[src/rtl/acc_cpu_core_if.sv]
// Instruction-fetch bus between acc_cpu_core (master) and instruction memory (slave).
// Holds the req/ack handshake, the fetch address and the returned instruction word.
interface acc_cpu_core_if #(
   parameter int ADDR_W  = 8,
   parameter int INSTR_W = 4 + ADDR_W
);
   logic               imem_req;
   logic [ADDR_W-1:0]  imem_addr;
   logic               imem_ack;
   logic [INSTR_W-1:0] imem_data;

   modport master (
      output imem_req,
      output imem_addr,
      input  imem_ack,
      input  imem_data
   );

   modport slave (
      input  imem_req,
      input  imem_addr,
      output imem_ack,
      output imem_data
   );
endinterface

[src/rtl/acc_cpu_core.sv]
// Parametrised single-accumulator CPU: FETCH/EXEC/HALT sequencer, internal register file,
// carry/zero flags and conditional jumps; fetch uses a wait-state tolerant req/ack bus.
module acc_cpu_core #(
   parameter int DATA_W = 8,
   parameter int ADDR_W = 8,
   parameter int REGS   = 16
) (
   input  logic              clk,
   input  logic              rst,
   input  logic [ADDR_W-1:0] initial_addr,
   input  logic              run,
   acc_cpu_core_if.master    imem,
   output logic [DATA_W-1:0] ac,
   output logic [ADDR_W-1:0] pc,
   output logic [3:0]        operation,
   output logic              flag_z,
   output logic              flag_c,
   output logic              halted
);
   localparam int INSTR_W = 4 + ADDR_W;
   localparam int RI_W    = (REGS > 1) ? $clog2(REGS) : 1;

   localparam logic [3:0] OP_NOP = 4'h0, OP_LDI = 4'h1, OP_LD  = 4'h2, OP_ST  = 4'h3,
                          OP_ADD = 4'h4, OP_SUB = 4'h5, OP_AND = 4'h6, OP_OR  = 4'h7,
                          OP_XOR = 4'h8, OP_NOT = 4'h9, OP_SHL = 4'hA, OP_SHR = 4'hB,
                          OP_JMP = 4'hC, OP_JZ  = 4'hD, OP_JC  = 4'hE, OP_HLT = 4'hF;

   typedef enum logic [1:0] {S_FETCH, S_EXEC, S_HALT} state_t;

   state_t             state_q, state_d;
   logic [ADDR_W-1:0]  pc_q, pc_d;
   logic [DATA_W-1:0]  ac_q, ac_d;
   logic [INSTR_W-1:0] ir_q, ir_d;
   logic               z_q, z_d;
   logic               c_q, c_d;
   logic [DATA_W-1:0]  rf_q [REGS];
   logic [DATA_W-1:0]  rf_d [REGS];

   logic [3:0]         opcode;
   logic [ADDR_W-1:0]  operand;
   logic [RI_W-1:0]    ridx;
   logic [DATA_W-1:0]  imm;
   logic [DATA_W-1:0]  rval;
   logic [DATA_W:0]    sum;
   logic [DATA_W:0]    diff;
   logic               fetch_go;
   logic               upd_z;

   assign opcode  = ir_q[INSTR_W-1:ADDR_W];
   assign operand = ir_q[ADDR_W-1:0];
   assign ridx    = operand[RI_W-1:0];
   assign imm     = DATA_W'(operand);
   assign rval    = rf_q[ridx];
   assign sum     = {1'b0, ac_q} + {1'b0, rval};
   // Top bit of the widened difference is the unsigned borrow (ac < R[r]).
   assign diff    = {1'b0, ac_q} - {1'b0, rval};

   // Request is withheld during reset so it first rises in the cycle after rst drops.
   assign imem.imem_req  = (state_q == S_FETCH) && run && !rst;
   assign imem.imem_addr = pc_q;
   assign fetch_go       = imem.imem_req && imem.imem_ack;

   always_comb begin
      state_d = state_q;
      pc_d    = pc_q;
      ac_d    = ac_q;
      ir_d    = ir_q;
      z_d     = z_q;
      c_d     = c_q;
      rf_d    = rf_q;
      upd_z   = 1'b0;
      case (state_q)
         S_FETCH: begin
            if (fetch_go) begin
               ir_d    = imem.imem_data;
               state_d = S_EXEC;
            end
         end
         S_EXEC: begin
            state_d = S_FETCH;
            pc_d    = pc_q + ADDR_W'(1);
            case (opcode)
               OP_NOP: ;
               OP_LDI: begin ac_d = imm;          upd_z = 1'b1; end
               OP_LD:  begin ac_d = rval;         upd_z = 1'b1; end
               OP_ST:  rf_d[ridx] = ac_q;
               OP_ADD: begin {c_d, ac_d} = sum;   upd_z = 1'b1; end
               OP_SUB: begin
                  ac_d  = diff[DATA_W-1:0];
                  c_d   = diff[DATA_W];
                  upd_z = 1'b1;
               end
               OP_AND: begin ac_d = ac_q & rval;  upd_z = 1'b1; end
               OP_OR:  begin ac_d = ac_q | rval;  upd_z = 1'b1; end
               OP_XOR: begin ac_d = ac_q ^ rval;  upd_z = 1'b1; end
               OP_NOT: begin ac_d = ~ac_q;        upd_z = 1'b1; end
               OP_SHL: begin
                  c_d   = ac_q[DATA_W-1];
                  ac_d  = {ac_q[DATA_W-2:0], 1'b0};
                  upd_z = 1'b1;
               end
               OP_SHR: begin
                  c_d   = ac_q[0];
                  ac_d  = {1'b0, ac_q[DATA_W-1:1]};
                  upd_z = 1'b1;
               end
               OP_JMP: pc_d = operand;
               OP_JZ:  if (z_q) pc_d = operand;
               OP_JC:  if (c_q) pc_d = operand;
               OP_HLT: begin
                  pc_d    = pc_q;
                  state_d = S_HALT;
               end
               default: ;
            endcase
            if (upd_z) z_d = (ac_d == '0);
         end
         S_HALT: ;
         default: state_d = S_FETCH;
      endcase
   end

   always_ff @(posedge clk) begin
      if (rst) begin
         state_q <= S_FETCH;
         pc_q    <= initial_addr;
         ac_q    <= '0;
         ir_q    <= '0;
         z_q     <= 1'b0;
         c_q     <= 1'b0;
         for (int i = 0; i < REGS; i++) rf_q[i] <= '0;
      end else begin
         state_q <= state_d;
         pc_q    <= pc_d;
         ac_q    <= ac_d;
         ir_q    <= ir_d;
         z_q     <= z_d;
         c_q     <= c_d;
         rf_q    <= rf_d;
      end
   end

   assign ac        = ac_q;
   assign pc        = pc_q;
   assign operation = opcode;
   assign flag_z    = z_q;
   assign flag_c    = c_q;
   assign halted    = (state_q == S_HALT);
endmodule

[src/flat_wrapper.sv]
// flat-port wrapper written by rule: the top's interface ports become plain ports
module acc_cpu_core_flat 
#(
   parameter int DATA_W = 8,
   parameter int ADDR_W = 8,
   parameter int REGS   = 16
)
  (clk, rst, initial_addr, run, ac, pc, operation, flag_z, flag_c, halted, imem_imem_req, imem_imem_addr, imem_imem_ack, imem_imem_data);
  acc_cpu_core_if #(.ADDR_W(ADDR_W), .INSTR_W(12)) imem_i ();
  input  logic clk;
  input  logic rst;
  input  logic [ADDR_W-1:0] initial_addr;
  input  logic run;
  output logic [DATA_W-1:0] ac;
  output logic [ADDR_W-1:0] pc;
  output logic [3:0] operation;
  output logic flag_z;
  output logic flag_c;
  output logic halted;
  output wire logic [$bits(imem_i.imem_req)-1:0] imem_imem_req;
  output wire logic [$bits(imem_i.imem_addr)-1:0] imem_imem_addr;
  input wire logic [$bits(imem_i.imem_ack)-1:0] imem_imem_ack;
  input wire logic [$bits(imem_i.imem_data)-1:0] imem_imem_data;
  assign imem_imem_req = imem_i.imem_req;
  assign imem_imem_addr = imem_i.imem_addr;
  assign imem_i.imem_ack = imem_imem_ack;
  assign imem_i.imem_data = imem_imem_data;
  acc_cpu_core #(.DATA_W(DATA_W), .ADDR_W(ADDR_W), .REGS(REGS)) u_core (.clk(clk), .rst(rst), .initial_addr(initial_addr), .run(run), .imem(imem_i), .ac(ac), .pc(pc), .operation(operation), .flag_z(flag_z), .flag_c(flag_c), .halted(halted));
endmodule
[config.mk]
export PLATFORM = sky130hd
export DESIGN_NAME = acc_cpu_core_flat
export DESIGN_NICKNAME = d
export VERILOG_FILES = /design/src/rtl/acc_cpu_core_if.sv /design/src/rtl/acc_cpu_core.sv /design/src/flat_wrapper.sv
export SDC_FILE = /design/constraint.sdc
export NUM_CORES = 1
export LEC_CHECK = 0
export ABC_AREA = 1
export BUFFER_PORTS_ARGS = -buffer_cell sky130_fd_sc_hd__buf_2
export CAP_MARGIN = 10
export CORE_ASPECT_RATIO = 0.9
export CORE_MARGIN = 4
export CORE_UTILIZATION = 50
export CTS_CLUSTER_SIZE = 24
export DETAILED_ROUTE_END_ITERATION = 10
export PLACE_DENSITY = 0.75
export SYNTH_ARGS = -nofsm -noshare
export SYNTH_HDL_FRONTEND = slang
export SYNTH_SLANG_ARGS = --single-unit
[constraint.sdc]
create_clock -name clk -period 2.9 [get_ports clk]
set_clock_uncertainty 0.2 [all_clocks]
set_input_delay 0.87 -clock clk [delete_from_list [all_inputs] [get_ports clk]]
set_output_delay 0.87 -clock clk [all_outputs]
set_load 0.01 [all_outputs]
After elaboration in Yosys (flattened, before gate mapping)
Cells that the tools add are included.

Word-level logic and storage cells: 87. Flip-flop bits (word level): 160.

Magnitude comparators: 2. Reduce and logical (&&, ||, !) cells: 16. Bitwise gates (word level): 6. $add $sub $neg: 3. Mux-type cells: 19. Equal/unequal tests: 19.

Operator list (number): $bwmux 128 (1); $pmux 8 s10 (1); $mux 8 (8); $bmux 8 s4 (1); $demux 8 s4 (1); $eq 4x4->1 const B (8); $pmux 8 s4 (1); $eq 4x3->1 const B (4); $reduce_and 2->1 (6); $reduce_or 10->1 (1); $add 8x8->9 (1); $sub 8x8->9 (1); $add 8x1->8 const B (1); $and 8x8->8 (1); $eq 4x2->1 const B (2); $logic_not 8->1 (1); $not 8->8 (1); $or 8x8->8 (1); $xor 8x8->8 (1); $pmux 2 s3 (1); $ge 5x5->1 const B (1); $lt 5x1->1 const B (1); $not 4->5 (1); $eq 4x1->1 const B (1); 13 further kinds (18).

Logic depth before layout (Yosys ltp)
Depth after elaboration: 8. Depth in mapped cells: 26. Depth with buffers taken out: 25.

Worst setup path after synthesis
Ideal clock, no wire load.

Path type: reg2reg. Start: register u_core.ir_q[2]. End: register u_core.z_q, in the netlist u_core.flag_z. Slack: -0.039 ns. Stages on the path, launching flop included: 23. Clock period less this slack: 2.939 ns. Arrival: 2.669 ns. Data required time: 2.630 ns. Cells stage by stage: dfxtp_1 -> inv_1 -> nor2_1 -> clkbuf_1 -> nand2_1 -> nand2_1 -> nor2_1 -> inv_1 -> ha_1 -> inv_1 -> fa_1 -> inv_1 -> nand2_1 -> nand2_1 -> nand4_1 -> nand2_1 -> nand2_1 -> nand3_1 -> nand2_1 -> nand3b_1 -> nor2_1 -> nand2_1 -> a21oi_1.

Cells in the longest elaborated chain, start to end: 8. Elaborated cells on any way between the ends: 12. Classes of those cells: add/sub: 2; mux: 5; bitwise: 4; reduce/logical: 1.

Ends and longest elaborated chain: from (decl) (RTL line acc_cpu_core.sv:33) `logic [INSTR_W-1:0] ir_q, ir_d;`; from (signal assigned) (RTL line acc_cpu_core.sv:136) `ir_q <= ir_d;`; $not 4->5 (not written as such) (RTL line acc_cpu_core.sv:53) `assign rval = rf_q[ridx];`; $bmux 8 s4 (RTL line acc_cpu_core.sv:53); $mux 8 (not written as such) (2 in series) (RTL line acc_cpu_core.sv:53); $sub 8x8->9, or another cell as far along (RTL line acc_cpu_core.sv:56) `assign diff = {1'b0, ac_q} - {1'b0, rval};`; $pmux 8 s10 (*) (RTL line acc_cpu_core.sv:82) `case (opcode)`; $mux 8 (*) (RTL line acc_cpu_core.sv:72) `case (state_q)`; $logic_not 8->1 (*) (RTL line acc_cpu_core.sv:116) `if (upd_z) z_d = (ac_d == '0);`; to (signal assigned) (RTL line acc_cpu_core.sv:137) `z_q <= z_d;`; to (decl) (RTL line acc_cpu_core.sv:34) `logic z_q, z_d;`.

Every way passes the cells marked *; elsewhere a longest branch is shown, timed or not. The select of a mux whose other input is x is not followed. A chain may end at the register's enable or synchronous reset.

Final worst setup path
Start: register u_core.ir_q[1]. End: register u_core.z_q, in the netlist u_core.flag_z.

The elaborated chain is that of the path after synthesis.

==> run metrics <==
Area Overhead vs Synth=26.5%; Net Count, Synth=~1,400; R2R Path Start=u_core.ir_q[1]$_SDFFE_PP0P_; PwrDens=~450 nW/um^2; vias post-DR=~9,300; Final Hold Vio Count=0; Total GRT Usage=28.5%; crit path DAT=between 3 and 4 ns; Die X=between 100 and 150 microns; Post-Syn Instances=between 1,000 and 1,500; I/O pin total=56; number of CTS-inserted buffers=17; Hold Buf Count CTS=0; RSZ-0062 raised after global routing=true; CP cell instances=inv_2, buf_4, nand2_1, nand2_1, nand2_1, nand2_2, nor2_4, inv_4, ha_4, fa_2, inv_1, nand2_1, nand2_1, nor2_2, nand2_1, nor2_1, nand2_1, nand2_2, nand2_1, nor2_1, nand2_1, a21oi_2; worst skew pair latency=between 0.4 and 0.5 ns; number of global-route vias before repair=roughly 8,600; CTS tree=yes; status=complete, but fails checks; synthesized flop and latch total=between 150 and 200; final worst path period share=110%; Final Wtd Congestion=between 1 and 1.5; TritonRoute pass-1 iters=5; CP required=approximately 3 ns; post-synthesis sequential area ratio=a little under two fifths; row cnt=46; vias per cell=5.32; Worst path slowest cell=fa_2; CP Max Fanout=9; Fmax=around 0.31 GHz; min Tclk post-route=approximately 3.2 ns; Inst Count DP=between 1,500 and 2,000; RR Endpoint=u_core.flag_z$_SDFFE_PP0P_; Hold Path Cell Cnt=2; critical path endpoint category=register; uppermost layer routed=met4; drt initial violations=roughly 1,000; Crit path top cell by count=nand2_1; r2r worst-path depth=22; first-pass GRT wire length=~45,000 microns; commonest non-fill, non-tap cell in the layout=nand2_1; DRT Wirelength=28,700 microns; Hold WC Path Type=reg2reg; worst slew pin tran=0.796 ns; reg-to-reg setup timing slack=-0.28 ns; placed cell area=~10,000 sq um; Distinct cells, synth=37; Core Region=roughly 18,000 sq um; Crit path largest cell delay=about 0.5 ns; clk buf depth=2; Setup-failing EPs final=7; Worst VDD drop=~0.00043 V; Setup crit start=u_core.ir_q[1]$_SDFFE_PP0P_; CTS sink cnt=160; total gr overflow=0; Total Negative Setup Slacks=-0.902 ns; Post-Syn Area per Cell=around 6.5 sq um; hpwl dp=slightly below 20,000 microns; Static Leak=approximately 5.1 nW; routed length on met2=12,200 microns; hold endpoint=u_core.rf_q[36]$_SDFFE_PP0P_; largest net degree at the start of global routing=155; Synth Cell Area=8930 sq um; layout cells sized above 1=about 23%; Finished Cell Area=around 11,000 sq um; clk root buf=clkbuf_16; NumNets Final=approximately 1,600; fillers=approximately 1,500; wl on met1=approximately 13,000 microns; Worst-path clk slew=about 0.06 ns; most frequent cells in the layout=nand2_1, a21oi_1, o21ai_0, dfxtp_1, inv_1; drt drc=0; fin. max-slew vios=0; hold path startpoint=u_core.rf_q[36]$_SDFFE_PP0P_; final worst slack=-0.281 ns; CTS H-Tree Depth=4; total die area=~20,000 sq um; failing checks=setup timing; Antenna Nets Post-Route=0; metal3 WL=roughly 2700 microns; delay-heaviest family, CP=simple AND/OR/NAND/NOR gates; Initial Util=about half; Avg WL per Cell=16.4 microns; relative slew slack=46.8%; Critical path buffers and inverters=4; n_diodes=0; antenna violations before repair=0; fin cells=approximately 1,800; Max-Cap Viols=0; Die Span Y=135 microns; Crit Path Class=reg2reg; IO buf count=55; Syn. warnings=0; CP startpoint kind=register
==> worst max-delay path by stage <==
stage,endpoint,cells past startpoint
after floorplan,u_core.flag_z$_SDFFE_PP0P_,25
after global placement,u_core.flag_z$_SDFFE_PP0P_,22
after detailed placement,u_core.flag_z$_SDFFE_PP0P_,22
after CTS,u_core.flag_z$_SDFFE_PP0P_,24
after global routing,u_core.flag_z$_SDFFE_PP0P_,24
final,u_core.flag_z$_SDFFE_PP0P_,22
==> report_power, final <==
group	leakage (nW)	internal (mW)	total (mW)	switching, mW
clock network	0.281	1.29	2.25	0.954
registers	1.30	2.24	2.27	0.0333
logic	3.54	0.218	0.546	0.328
==> worst reg2reg max path, cell delays in order (launching register included) <==
cell	delay, ns
dfxtp_1	0.44
inv_2	0.17
buf_4	0.20
nand2_1	0.09
nand2_1	0.05
nand2_1	0.08
nand2_2	0.08
nor2_4	0.12
inv_4	0.06
ha_4	0.16
fa_2	0.51
inv_1	0.05
nand2_1	0.06
nand2_1	0.06
nor2_2	0.09
nand2_1	0.07
nor2_1	0.10
nand2_1	0.10
nand2_2	0.11
nand2_1	0.06
nor2_1	0.11
nand2_1	0.08
a21oi_2	0.11
==> synth_stat cells <==
library cell	n	share of area [%]
fa_1	2	0.45
nor4_4	1	0.24
or2_2	2	0.14
o21bai_1	1	0.084
o21ai_1	23	1.3
clkbuf_1	39	1.6
nor2_1	79	3.3
a21oi_1	170	9.5
buf_2	15	0.84
o211ai_1	6	0.50
nand3b_1	4	0.34
ha_1	29	4.1
nand4_1	7	0.49
a211oi_1	1	0.084
xor2_1	3	0.29
a31oi_1	1	0.070
clkinv_1	3	0.13
buf_4	25	2.1
clkbuf_2	1	0.056
inv_1	164	6.9
inv_2	8	0.34
nand2_1	411	17
o31ai_1	1	0.084
o22ai_1	3	0.21
o21ai_0	165	9.2
nor3_2	1	0.11
nor2_4	1	0.13
nand3_1	36	2.0
a221oi_1	1	0.098
edfxtp_1	8	2.7
buf_1	2	0.084
nor3_1	4	0.22
o221ai_1	2	0.20
nor2_2	4	0.28
nand2_2	3	0.21
a21o_1	2	0.17
dfxtp_1	152	34
==> state kept, by name, summed over array words and instances (netlist names) <==
signal	count
u_core.ac	8
u_core.flag_c	1
u_core.flag_z	1
u_core.imem.imem_addr	8
u_core.ir_q	12
u_core.rf_q	128
u_core.state_q	2
==> what timing repair did <==
action,in CTS,in global routing
gates cloned,2,1
pin swaps,45,40
resized for setup,107,47
endpoints found under the setup margin,9,9
setup buffers,9,6
==> logic make-up (layout without fill, tap and decap cells) <==
| logic type | after synthesis | after routing | share of synthesized area [%] |
|---|---|---|---|
| adder cells (fa/ha/maj) | 31 | 31 | 4.51 |
| AND/OR/NAND/NOR | 553 | 553 | 24.8 |
| XOR/XNOR | 3 | 3 | 0.294 |
| buffers and inverters | 257 | 391 | 12.1 |
| flip-flops | 160 | 160 | 36.8 |
| AO/OA/AOI/OAI | 376 | 376 | 21.6 |
==> per-layer routing <==
layer | global-route usage [%] | vias to the layer above
li1 | - | 4645
met1 | 40.6 | 4190
met2 | 42.0 | 423
met3 | 7.15 | 77
met4 | 10.4 | 0
met5 | 0 | -
==> stage by stage <==
stage | total power, mW | setup WS [ns] | hold slack, ns | util (%)
3_3_place_gp | 2.79 | -0.278 | 0.233 | 57.0
6_report | 5.07 | -0.281 | 0.244 | 64.4
2_1_floorplan | 2.60 | 0.0105 | 0.224 | -
4_1_cts | 5.05 | -0.180 | 0.246 | 63.2
3_5_place_dp | 2.80 | -0.332 | 0.237 | 57.0
5_1_grt | 5.23 | -0.417 | 0.254 | 64.4
==> area by class of cell <==
| cell class | instances | area, sq um | area share [%] |
|---|---|---|---|
| Sequential cell | 160 | 3290 | 29.1 |
| Timing Repair Buffer | 184 | 1440 | 12.7 |
| Multi-Input combinational cell | 963 | 5020 | 44.5 |
| Clock buffer | 20 | 447 | 3.95 |
| Tap cell | 240 | 300 | 2.66 |
| Clock inverter | 12 | 134 | 1.19 |
| Inverter | 175 | 668 | 5.91 |
(Power assumes the default switching activity.)
